**src/rtl/inverse_clarke_pkg.sv**
```systemverilog
// inverse_clarke_pkg: shared constants and fixed-point helpers for the inverse Clarke pipeline
package inverse_clarke_pkg;

    localparam int MAXW = 128;

    function automatic int sqrt3_q(input int q);
        longint unsigned n, r, t;
        n = 64'd3 << (2 * q);
        r = 0;
        for (int i = 31; i >= 0; i--) begin
            t = r | (64'd1 << i);
            if (t * t <= n) r = t;
        end
        return int'(r);
    endfunction

    function automatic logic signed [MAXW-1:0] sat_clamp(
        input  logic signed [MAXW-1:0] v,
        input  int                     w,
        output logic                   hit
    );
        logic signed [MAXW-1:0] hi, lo;
        hi  = (128'sd1 <<< (w - 1)) - 128'sd1;
        lo  = -hi - 128'sd1;
        hit = (v > hi) || (v < lo);
        return (v > hi) ? hi : (v < lo) ? lo : v;
    endfunction

endpackage

```
**src/rtl/elastic_stage.sv**
```systemverilog
// elastic_stage: valid/ready pipeline register that advances when empty or drained
module elastic_stage #(
    parameter int W = 8
) (
    input  logic         clk,
    input  logic         rst,
    input  logic         up_valid,
    output logic         up_ready,
    input  logic [W-1:0] up_data,
    output logic         dn_valid,
    input  logic         dn_ready,
    output logic [W-1:0] dn_data
);
    assign up_ready = !dn_valid || dn_ready;

    always_ff @(posedge clk or posedge rst) begin
        if (rst) begin
            dn_valid <= 1'b0;
            dn_data  <= '0;
        end else if (up_ready) begin
            dn_valid <= up_valid;
            if (up_valid) dn_data <= up_data;
        end
    end
endmodule

```
**src/rtl/inverse_clarke_pipe.sv**
```systemverilog
// inverse_clarke_pipe: two-stage elastic inverse Clarke transform (alpha/beta -> a/b/c)
module inverse_clarke_pipe
    import inverse_clarke_pkg::*;
#(
    parameter int D_WIDTH  = 32,
    parameter int Q_BITS   = 10,
    parameter int CH_BITS  = 2,
    parameter int SATURATE = 1
) (
    input  logic                      clk,
    input  logic                      rst,
    input  logic                      in_valid,
    output logic                      in_ready,
    input  logic [CH_BITS-1:0]        in_ch,
    input  logic signed [D_WIDTH-1:0] alpha,
    input  logic signed [D_WIDTH-1:0] beta,
    output logic                      out_valid,
    input  logic                      out_ready,
    output logic [CH_BITS-1:0]        out_ch,
    output logic signed [D_WIDTH-1:0] a,
    output logic signed [D_WIDTH-1:0] b,
    output logic signed [D_WIDTH-1:0] c,
    output logic                      sat
);
    localparam int BW = D_WIDTH + Q_BITS + 2;
    localparam int SW = D_WIDTH + Q_BITS + 3;
    localparam int K  = sqrt3_q(Q_BITS);
    localparam logic signed [BW-1:0] KS = BW'(K);

    typedef struct packed {
        logic signed [D_WIDTH-1:0] alpha;
        logic signed [BW-1:0]      bs;
        logic [CH_BITS-1:0]        ch;
    } s1_t;

    typedef struct packed {
        logic signed [D_WIDTH-1:0] a;
        logic signed [D_WIDTH-1:0] b;
        logic signed [D_WIDTH-1:0] c;
        logic                      sat;
        logic [CH_BITS-1:0]        ch;
    } s2_t;

    s1_t s1_d, s1_q;
    s2_t s2_d, s2_q;
    logic s1_valid, s2_ready, bhit, chit;
    logic signed [BW-1:0] prod;
    logic signed [SW-1:0] bsum, csum;

    assign prod = BW'(beta) * KS;
    // halving after the full-width sum keeps the floor exact for odd sums
    assign bsum = (SW'(s1_q.bs) - SW'(s1_q.alpha)) >>> 1;
    assign csum = (-SW'(s1_q.alpha) - SW'(s1_q.bs)) >>> 1;

    always_comb begin
        bhit     = 1'b0;
        chit     = 1'b0;
        s1_d     = '{alpha: alpha, bs: prod >>> Q_BITS, ch: in_ch};
        s2_d.a   = s1_q.alpha;
        s2_d.b   = SATURATE != 0 ? D_WIDTH'(sat_clamp(MAXW'(bsum), D_WIDTH, bhit)) : D_WIDTH'(bsum);
        s2_d.c   = SATURATE != 0 ? D_WIDTH'(sat_clamp(MAXW'(csum), D_WIDTH, chit)) : D_WIDTH'(csum);
        s2_d.sat = SATURATE != 0 && (bhit || chit);
        s2_d.ch  = s1_q.ch;
    end

    elastic_stage #(.W($bits(s1_t))) u_s1 (
        .clk      (clk),
        .rst      (rst),
        .up_valid (in_valid),
        .up_ready (in_ready),
        .up_data  (s1_d),
        .dn_valid (s1_valid),
        .dn_ready (s2_ready),
        .dn_data  (s1_q)
    );

    elastic_stage #(.W($bits(s2_t))) u_s2 (
        .clk      (clk),
        .rst      (rst),
        .up_valid (s1_valid),
        .up_ready (s2_ready),
        .up_data  (s2_d),
        .dn_valid (out_valid),
        .dn_ready (out_ready),
        .dn_data  (s2_q)
    );

    assign a      = s2_q.a;
    assign b      = s2_q.b;
    assign c      = s2_q.c;
    assign sat    = s2_q.sat;
    assign out_ch = s2_q.ch;
endmodule

```
**config.mk**
```make
export PLATFORM = sky130hd
export DESIGN_NAME = inverse_clarke_pipe
export DESIGN_NICKNAME = d
export VERILOG_FILES = /design/src/rtl/inverse_clarke_pkg.sv /design/src/rtl/elastic_stage.sv /design/src/rtl/inverse_clarke_pipe.sv
export SDC_FILE = /design/constraint.sdc
export NUM_CORES = 1
export LEC_CHECK = 0
export ABC_CLOCK_PERIOD_IN_PS = 7240
export CAP_MARGIN = 20
export CORE_ASPECT_RATIO = 0.7
export CORE_MARGIN = 5
export CORE_UTILIZATION = 60
export DETAILED_ROUTE_END_ITERATION = 8
export DONT_BUFFER_PORTS = 1
export MAX_ROUTING_LAYER = met4
export PLACE_DENSITY = 0.75
export SYNTH_ARGS = -nofsm -noshare
export SYNTH_HDL_FRONTEND = slang
export SYNTH_SLANG_ARGS = --single-unit
```
**constraint.sdc**
```tcl
create_clock -name clk -period 7.24 [get_ports clk]
set_clock_uncertainty 0.15 [all_clocks]
set_input_delay 1.81 -clock clk [delete_from_list [all_inputs] [get_ports clk]]
set_output_delay 1.81 -clock clk [all_outputs]
set_load 0.02 [all_outputs]
```
==> results.txt, run 1 <==
- The run finished with clean final reports.
- Data on the critical path arrives at its endpoint at 6960 ps.
* Most common cell after layout, fill and taps aside: sky130_fd_sc_hd__inv_1
* Fraction of the cycle the final worst path needs: 93.7%
- For this run, the total global-route usage over all layers was measured as 27.2%.
* Initial antenna violation count: 3
- Cells with a size suffix above 1 make up 4.94% of the layout.
* Crit end category: flip-flop
* Clock Root Buffer: sky130_fd_sc_hd__clkbuf_16
* Number of hold violations in the final report: 0
- After synthesis, flip-flops and latches occupy 23.2% of the total area.
- Fraction of synthesis flops using an asynchronous set or reset pin: 100%
- H-Tree Depth: 4
* Number of flops mapped to enable cells by yosys: 0
* Syn_nets: 2,473
- For this block, the initial DRC count from the detailed router was 870.
* Transition time of the tightest slew-check pin: 1020 ps
- Summed over all instances, the cell type with the most area after synthesis is sky130_fd_sc_hd__dfrtp_1.
- Total number of vias: 13,699
- The clock passes through at most 2 buffers.
- The worst setup path is launched from an input port.
* Data required, critical path: 7410 ps
- Worst path max stage delay: 550 ps
- # IOs: 171
* Crit-path slowest cell: sky130_fd_sc_hd__fa_1
* Number of buffer cells added on primary ports: 0
- Count of clock tree sinks: 169
- Critical-path maximum fanout: 4
- Synthesis produced 1,997 cells.
* Critical path origin: beta[8]
- Entering global routing, the biggest net connects 105 pins.
- Max-cap viol count: 0
- The synthesized netlist devotes 15.2% of its cell area to compound gates.
- Die width: 218 um
* Startpoint of the worst hold path: u_s1.dn_data[1]$_DFFE_PP0P_
- Overall routed net length: 43,400 um
- For this run, the number of Yosys warnings is 0.
* Hold buffers post-CTS: 0
- Final weighted congestion of routability-driven global placement: 0.940
* Post-route minimum period: 6790 ps
- After Yosys synthesis, XOR and XNOR cells account for 5.24% of the synthesized area.
- Mux cell area share after synthesis: 2.21%
* Final-report setup violation count: 0
- Origin of the critical flop-to-flop path: u_s1.dn_data[47]$_DFFE_PP0P_
* Source-to-sink clock delay at the later pin of the worst-skew pair: 450 ps
- After detailed routing, the average wire length per cell comes to 18.1 um.
- Number of nets in the layout: 2,448
- Area growth, synth to finish: 5.29%
- # resized after CTS: 0
- Of the total synthesized cell area, the portion taken by AND, OR, NAND and NOR gates is 9.06%.
- The total overflow left after global routing is 0.
- Number of global-route vias before repair: 14,357
* Area share of fa/ha/maj cells after synthesis: 35.2%
* Largest family of logic cells by synthesized area: adder cells
- DR pass1 iterations: 5
- In this run, distinct cell masters in the synthesized netlist total 73.
- Leaving out fill and tap cells, the most frequent cells in the layout are 426 x sky130_fd_sc_hd__inv_1, 237 x sky130_fd_sc_hd__ha_1, 169 x sky130_fd_sc_hd__fa_1, 169 x sky130_fd_sc_hd__dfrtp_1, 142 x sky130_fd_sc_hd__nand2_1.
- Measured along the y axis, the die boundary spans 156 um.
- Cts bufs inserted: 17
- Initial core utilization: 60.8%
- Row generation in the floorplan step produced 53 rows.
- Setup repair after global routing missed its margin: false
- The min-delay analysis places its worst path in the category reg2reg.
- The first global-routing pass estimated 72,200 um of wire.
- Routed Antenna Nets: 0
* Post-Route Setup TNS: 0 ps
* Area of the placeable core: 30,000 um2
- DP HPWL: 36,300 um
* Worst slew margin relative to its limit: 32.3%
- Worst-path clk slew: 70 ps
- Via-per-instance ratio: 5.71
* Number of pins exceeding their max-slew limit in the final report: 0
- The synthesized design devotes to its leading area cell type 23.2% of total area.
* TritonCTS clock tree: done
- After synthesis the netlist holds a flip-flop and latch count of 169.
* Area of the die: 34,000 um2
- Summing every instance area after synthesis gives 18,200 um2.
* Highest clock frequency the design can meet: 0.147 GHz
* Synthesized area per cell: 9.13 um2
- For this run, design rule violations remaining after detail routing come to 0.
* Crit path cell chain: ha_1 > inv_1 > fa_1 > inv_1 > fa_1 > fa_1 > inv_1 > fa_1 > inv_1 > ha_1 > nor4_1 > nand2_1 > o211ai_1 > a211oi_1 > nor2_1 > o21ai_0 > and2_1 > a31oi_1 > nor2b_1 > o41ai_1
- For this run, the leading register cell type out of synthesis is sky130_fd_sc_hd__dfrtp_1.
- Main area contributors after synthesis: sky130_fd_sc_hd__dfrtp_1 23%, sky130_fd_sc_hd__fa_1 19%, sky130_fd_sc_hd__ha_1 16%
- Kind of critical path: in2reg
- Post-CTS timing repair inserted 0 buffers for setup.
cell type report:
| class | instances | area [um2] |
|---|---|---|
| Antenna cell | 3 | 7.51 |
| Clock buffer | 18 | 439 |
| Clock inverter | 14 | 140 |
| Fill cell | 2557 | 10800 |
| Inverter | 427 | 1610 |
| Multi-Input combinational cell | 1353 | 12200 |
| Sequential cell | 169 | 4230 |
| Tap cell | 412 | 515 |
| Timing Repair Buffer | 4 | 30.0 |
worst max-delay path, delay by kind of cell:
| family | cells | cell delay, ps |
|---|---|---|
| AOI/OAI and AO/OA | 5 | 1260 |
| adders and majority gates | 6 | 2590 |
| buffers and inverters | 4 | 210 |
| and+or+nand+nor | 5 | 1100 |
cells in the mapped netlist (all sizes together) (10+ instances only):
master,n
fa,169
nor3,16
nor4,10
o21bai,12
nor2,100
clkbuf,34
inv,427
nand2,145
nor2b,21
a21o,29
o22a,27
a21oi,105
buf,14
o31ai,18
dfrtp,169
nand2b,15
mux2,34
ha,237
o21ai,132
xor2,44
a31oi,31
xnor2,65
nand3,15
worst paths after layout:
| check | slack (ps) | endpoint | depth (start not counted) |
|---|---|---|---|
| setup reg to reg | 1970 | u_s2.dn_data[33]$_DFFE_PP0P_ | 14 |
| min in group asynchronous | 1260 | u_s2.dn_data[6]$_DFFE_PP0P_ | 1 |
| setup / recovery | 450 | u_s1.dn_data[34]$_DFFE_PP0P_ | 20 |
| hold / removal | 310 | u_s2.dn_data[1]$_DFFE_PP0P_ | 2 |
| max in group asynchronous | 4310 | u_s1.dn_data[27]$_DFFE_PP0P_ | 2 |
| hold reg to reg | 310 | u_s2.dn_data[1]$_DFFE_PP0P_ | 2 |
metal layers:
metal	wire [um]	share of wire, %	track usage, %	vias to the layer above
met3	2160	5.0	4.11	64
met1	19300	45	35.5	6798
met5	0	0	-	-
met2	20900	48	44.8	337
li1	-	-	-	6500
met4	1000	2.3	7.92	0
state kept, by name, indices dropped and copies added (netlist names):
| name | cells |
|---|---|
| u_s2.dn_valid | 1 |
| u_s2.dn_data | 99 |
| u_s1.dn_valid | 1 |
| u_s1.dn_data | 68 |
cell families after synthesis:
| kind of cell | after synthesis |
|---|---|
| buf+inv | 475 |
| compound gates | 433 |
| fa+ha+maj | 413 |
| simple gates | 362 |
| flops | 169 |
| xor+xnor | 109 |
| mux | 36 |
per-stage QoR:
step / worst slack (ps) / instance area [um2] / utilization (%) / hold WS (ps) / std cells
floorplan: 702 / 18200 / - / 283 / 1997
global placement: 201 / 18600 / 62.1 / 288 / 2365
detailed placement: 102 / 18600 / 62.1 / 300 / 2365
CTS: 549 / 19200 / 64.0 / 318 / 2397
global route: 151 / 19200 / 64.1 / 357 / 2400
finish: 453 / 19200 / 64.1 / 312 / 2400
Power of run 1 is left out: the tool's default activity adds up to more than one toggle a clock period on the data nets, which glitch-free logic cannot reach.
==> inputs of run 2 (changes only) <==
- CORE_UTILIZATION: 60 -> 50
- PLACE_DENSITY: 0.75 -> 0.64
==> results.txt, run 2 (synthesis gave the netlist of run 1 again) <==
* Critical Path AT: 6940 ps
- Entering global routing, the biggest net connects 93 pins.
- Relative to the synthesized area, the layout overhead comes to 6.00%.
- Area of the die: 40,400 um2
- Final weighted congestion of routability-driven global placement: 0.893
* Startpoint type of the worst setup path: input port
* Initial antenna violation count: 1
* DP HPWL: 36,900 um
- Number of pins exceeding their max-slew limit in the final report: 0
* GRT Residual Overflow: 0
- Number of nets in the layout: 2,450
- Ranked by flip-flop count, first place goes to u_s2.dn_data.
- Cts bufs inserted: 17
* Setup repair after global routing missed its margin: false
* Status: finished clean
* Largest register FFs: 99
- The signal on the critical path passes through ha_1 > inv_1 > fa_1 > inv_1 > fa_1 > fa_1 > inv_1 > fa_1 > inv_1 > ha_1 > nor4_1 > nand2_1 > o211ai_1 > a211oi_1 > nor2_1 > o21ai_0 > and2_1 > a31oi_1 > nor2b_1 > o41ai_1.
- Counting tap cells, the placed design contains a total of 2,434 instances.
- Crit end category: flip-flop
- Fin cells: 2,467
* Clock Root Buffer: sky130_fd_sc_hd__clkbuf_16
- Max-cap violations in this run came to 0.
- Hold buffers post-CTS: 0
- The worst setup path is of the in2reg kind.
- Overall routed net length: 44,500 um
* Area of the placeable core: 36,000 um2
* Worst slew margin relative to its limit: 29.0%
- Height of the die: 170 um
* Reg area: 4230 um2
* Leading cell types in the layout, fill and taps excluded: 426 x sky130_fd_sc_hd__inv_1, 237 x sky130_fd_sc_hd__ha_1, 169 x sky130_fd_sc_hd__fa_1, 169 x sky130_fd_sc_hd__dfrtp_1, 142 x sky130_fd_sc_hd__nand2_1
* Most common cell after layout, fill and taps aside: sky130_fd_sc_hd__inv_1
- Gates resized during post-CTS repair numbered 0.
- Count of clock tree sinks: 169
* Critical-path maximum fanout: 4
- The detail route stage leaves a number of antenna-violating nets equal to 0.
* Share of layout cells above drive strength 1: 4.98%
- Multi-input logic area: 12,200 um2
- TritonCTS clock tree: done
- Port buffering added 0 buffers.
- The count of final hold-check violations is 0.
- Based on the critical path, the design can be clocked at up to 0.148 GHz.
- The layout has 3,432 filler cells.
- For this run, design rule violations remaining after detail routing come to 0.
- Post-route minimum period: 6760 ps
* First-pass GRT wire length: 74,700 um
- Design area: 19,300 um2
- For this configuration, the core starts out at a cell density of 50.7%.
* Biggest regs: u_s2.dn_data x99, u_s1.dn_data x68
- After clock tree synthesis, the clock-pin slew on the worst setup and hold paths is 70 ps.
- # IOs: 171
- DRC marker count from the first detailed-route iteration: 806
- Final-report setup violation count: 0
* Source-to-sink clock delay at the later pin of the worst-skew pair: 450 ps
- The floorplan step set the die width to 238 um.
- Summing all placed instances gives a cell area of 18,700 um2.
* Crit-path slowest cell: sky130_fd_sc_hd__fa_1
- The number of global-route vias before repair came to 14,277.
* Maximum root-to-sink buffer count: 2
- Detailed-route wire length per cell: 18.0 um
* Total number of vias: 13,395
* Type of the tightest min-delay check: reg2reg
- Count of standard-cell rows: 58
* Worst path max stage delay: 550 ps
- GRT Total Usage: 23.7%
* Post-CTS repair timing setup buffer count: 0
* H-Tree Depth: 4
- Via-per-instance ratio: 5.43
* Post-Route Setup TNS: 0 ps
- Smallest hold slack: 320 ps
- Data required, critical path: 7430 ps
- Transition time of the tightest slew-check pin: 1060 ps
* Fraction of the cycle the final worst path needs: 93.3%
- For this run, the detailed router's first-pass iteration total came to 5.
==> run 2: critical path: cells and delay by family <==
kind	cells	cell delay, ps
adder cells (fa/ha/maj)	6	2580
AO/OA/AOI/OAI	5	1250
AND/OR/NAND/NOR	5	1070
buffers and inverters	4	230
==> run 2: layer usage <==
layer,up-vias,GRT usage (%),part of all wire [%]
met3,40,3.75,3.7
li1,6507,-,-
met5,-,-,0
met2,212,39.0,48
met1,6636,31.4,46
met4,0,4.84,1.6
==> run 2: final timing paths <==
| path | startpoint | to | slack (ps) | cells past startpoint |
|---|---|---|---|---|
| max | beta[8] | u_s1.dn_data[34]$_DFFE_PP0P_ | 480 | 20 |
| min | u_s1.dn_data[0]$_DFFE_PP0P_ | u_s2.dn_data[0]$_DFFE_PP0P_ | 320 | 2 |
| max reg2reg | u_s1.dn_data[4]$_DFFE_PP0P_ | u_s2.dn_data[63]$_DFFE_PP0P_ | 2060 | 12 |
| min reg2reg | u_s1.dn_data[0]$_DFFE_PP0P_ | u_s2.dn_data[0]$_DFFE_PP0P_ | 320 | 2 |
| max in group asynchronous | rst | u_s1.dn_data[29]$_DFFE_PP0P_ | 4680 | 2 |
| min in group asynchronous | rst | u_s2.dn_data[3]$_DFFE_PP0P_ | 1060 | 1 |
==> run 2: stage by stage <==
stage	util, %	worst slack [ps]
after floorplan	-	702
after global placement	52.0	137
after detailed placement	52.0	47.5
after CTS	53.6	511
after global routing	53.7	83.3
final	53.7	483
==> run 2: layout make-up <==
type                            count  share of cell area, %
Multi-Input combinational cell   1353                   63.3
Sequential cell                   169                   21.9
Inverter                          427                   8.32
Tap cell                          480                   3.11
Clock buffer                       19                   2.34
Clock inverter                     12                  0.731
Timing Repair Buffer                6                  0.337
Antenna cell                        1                 0.0129
Power of run 2 is left out for the same reason.
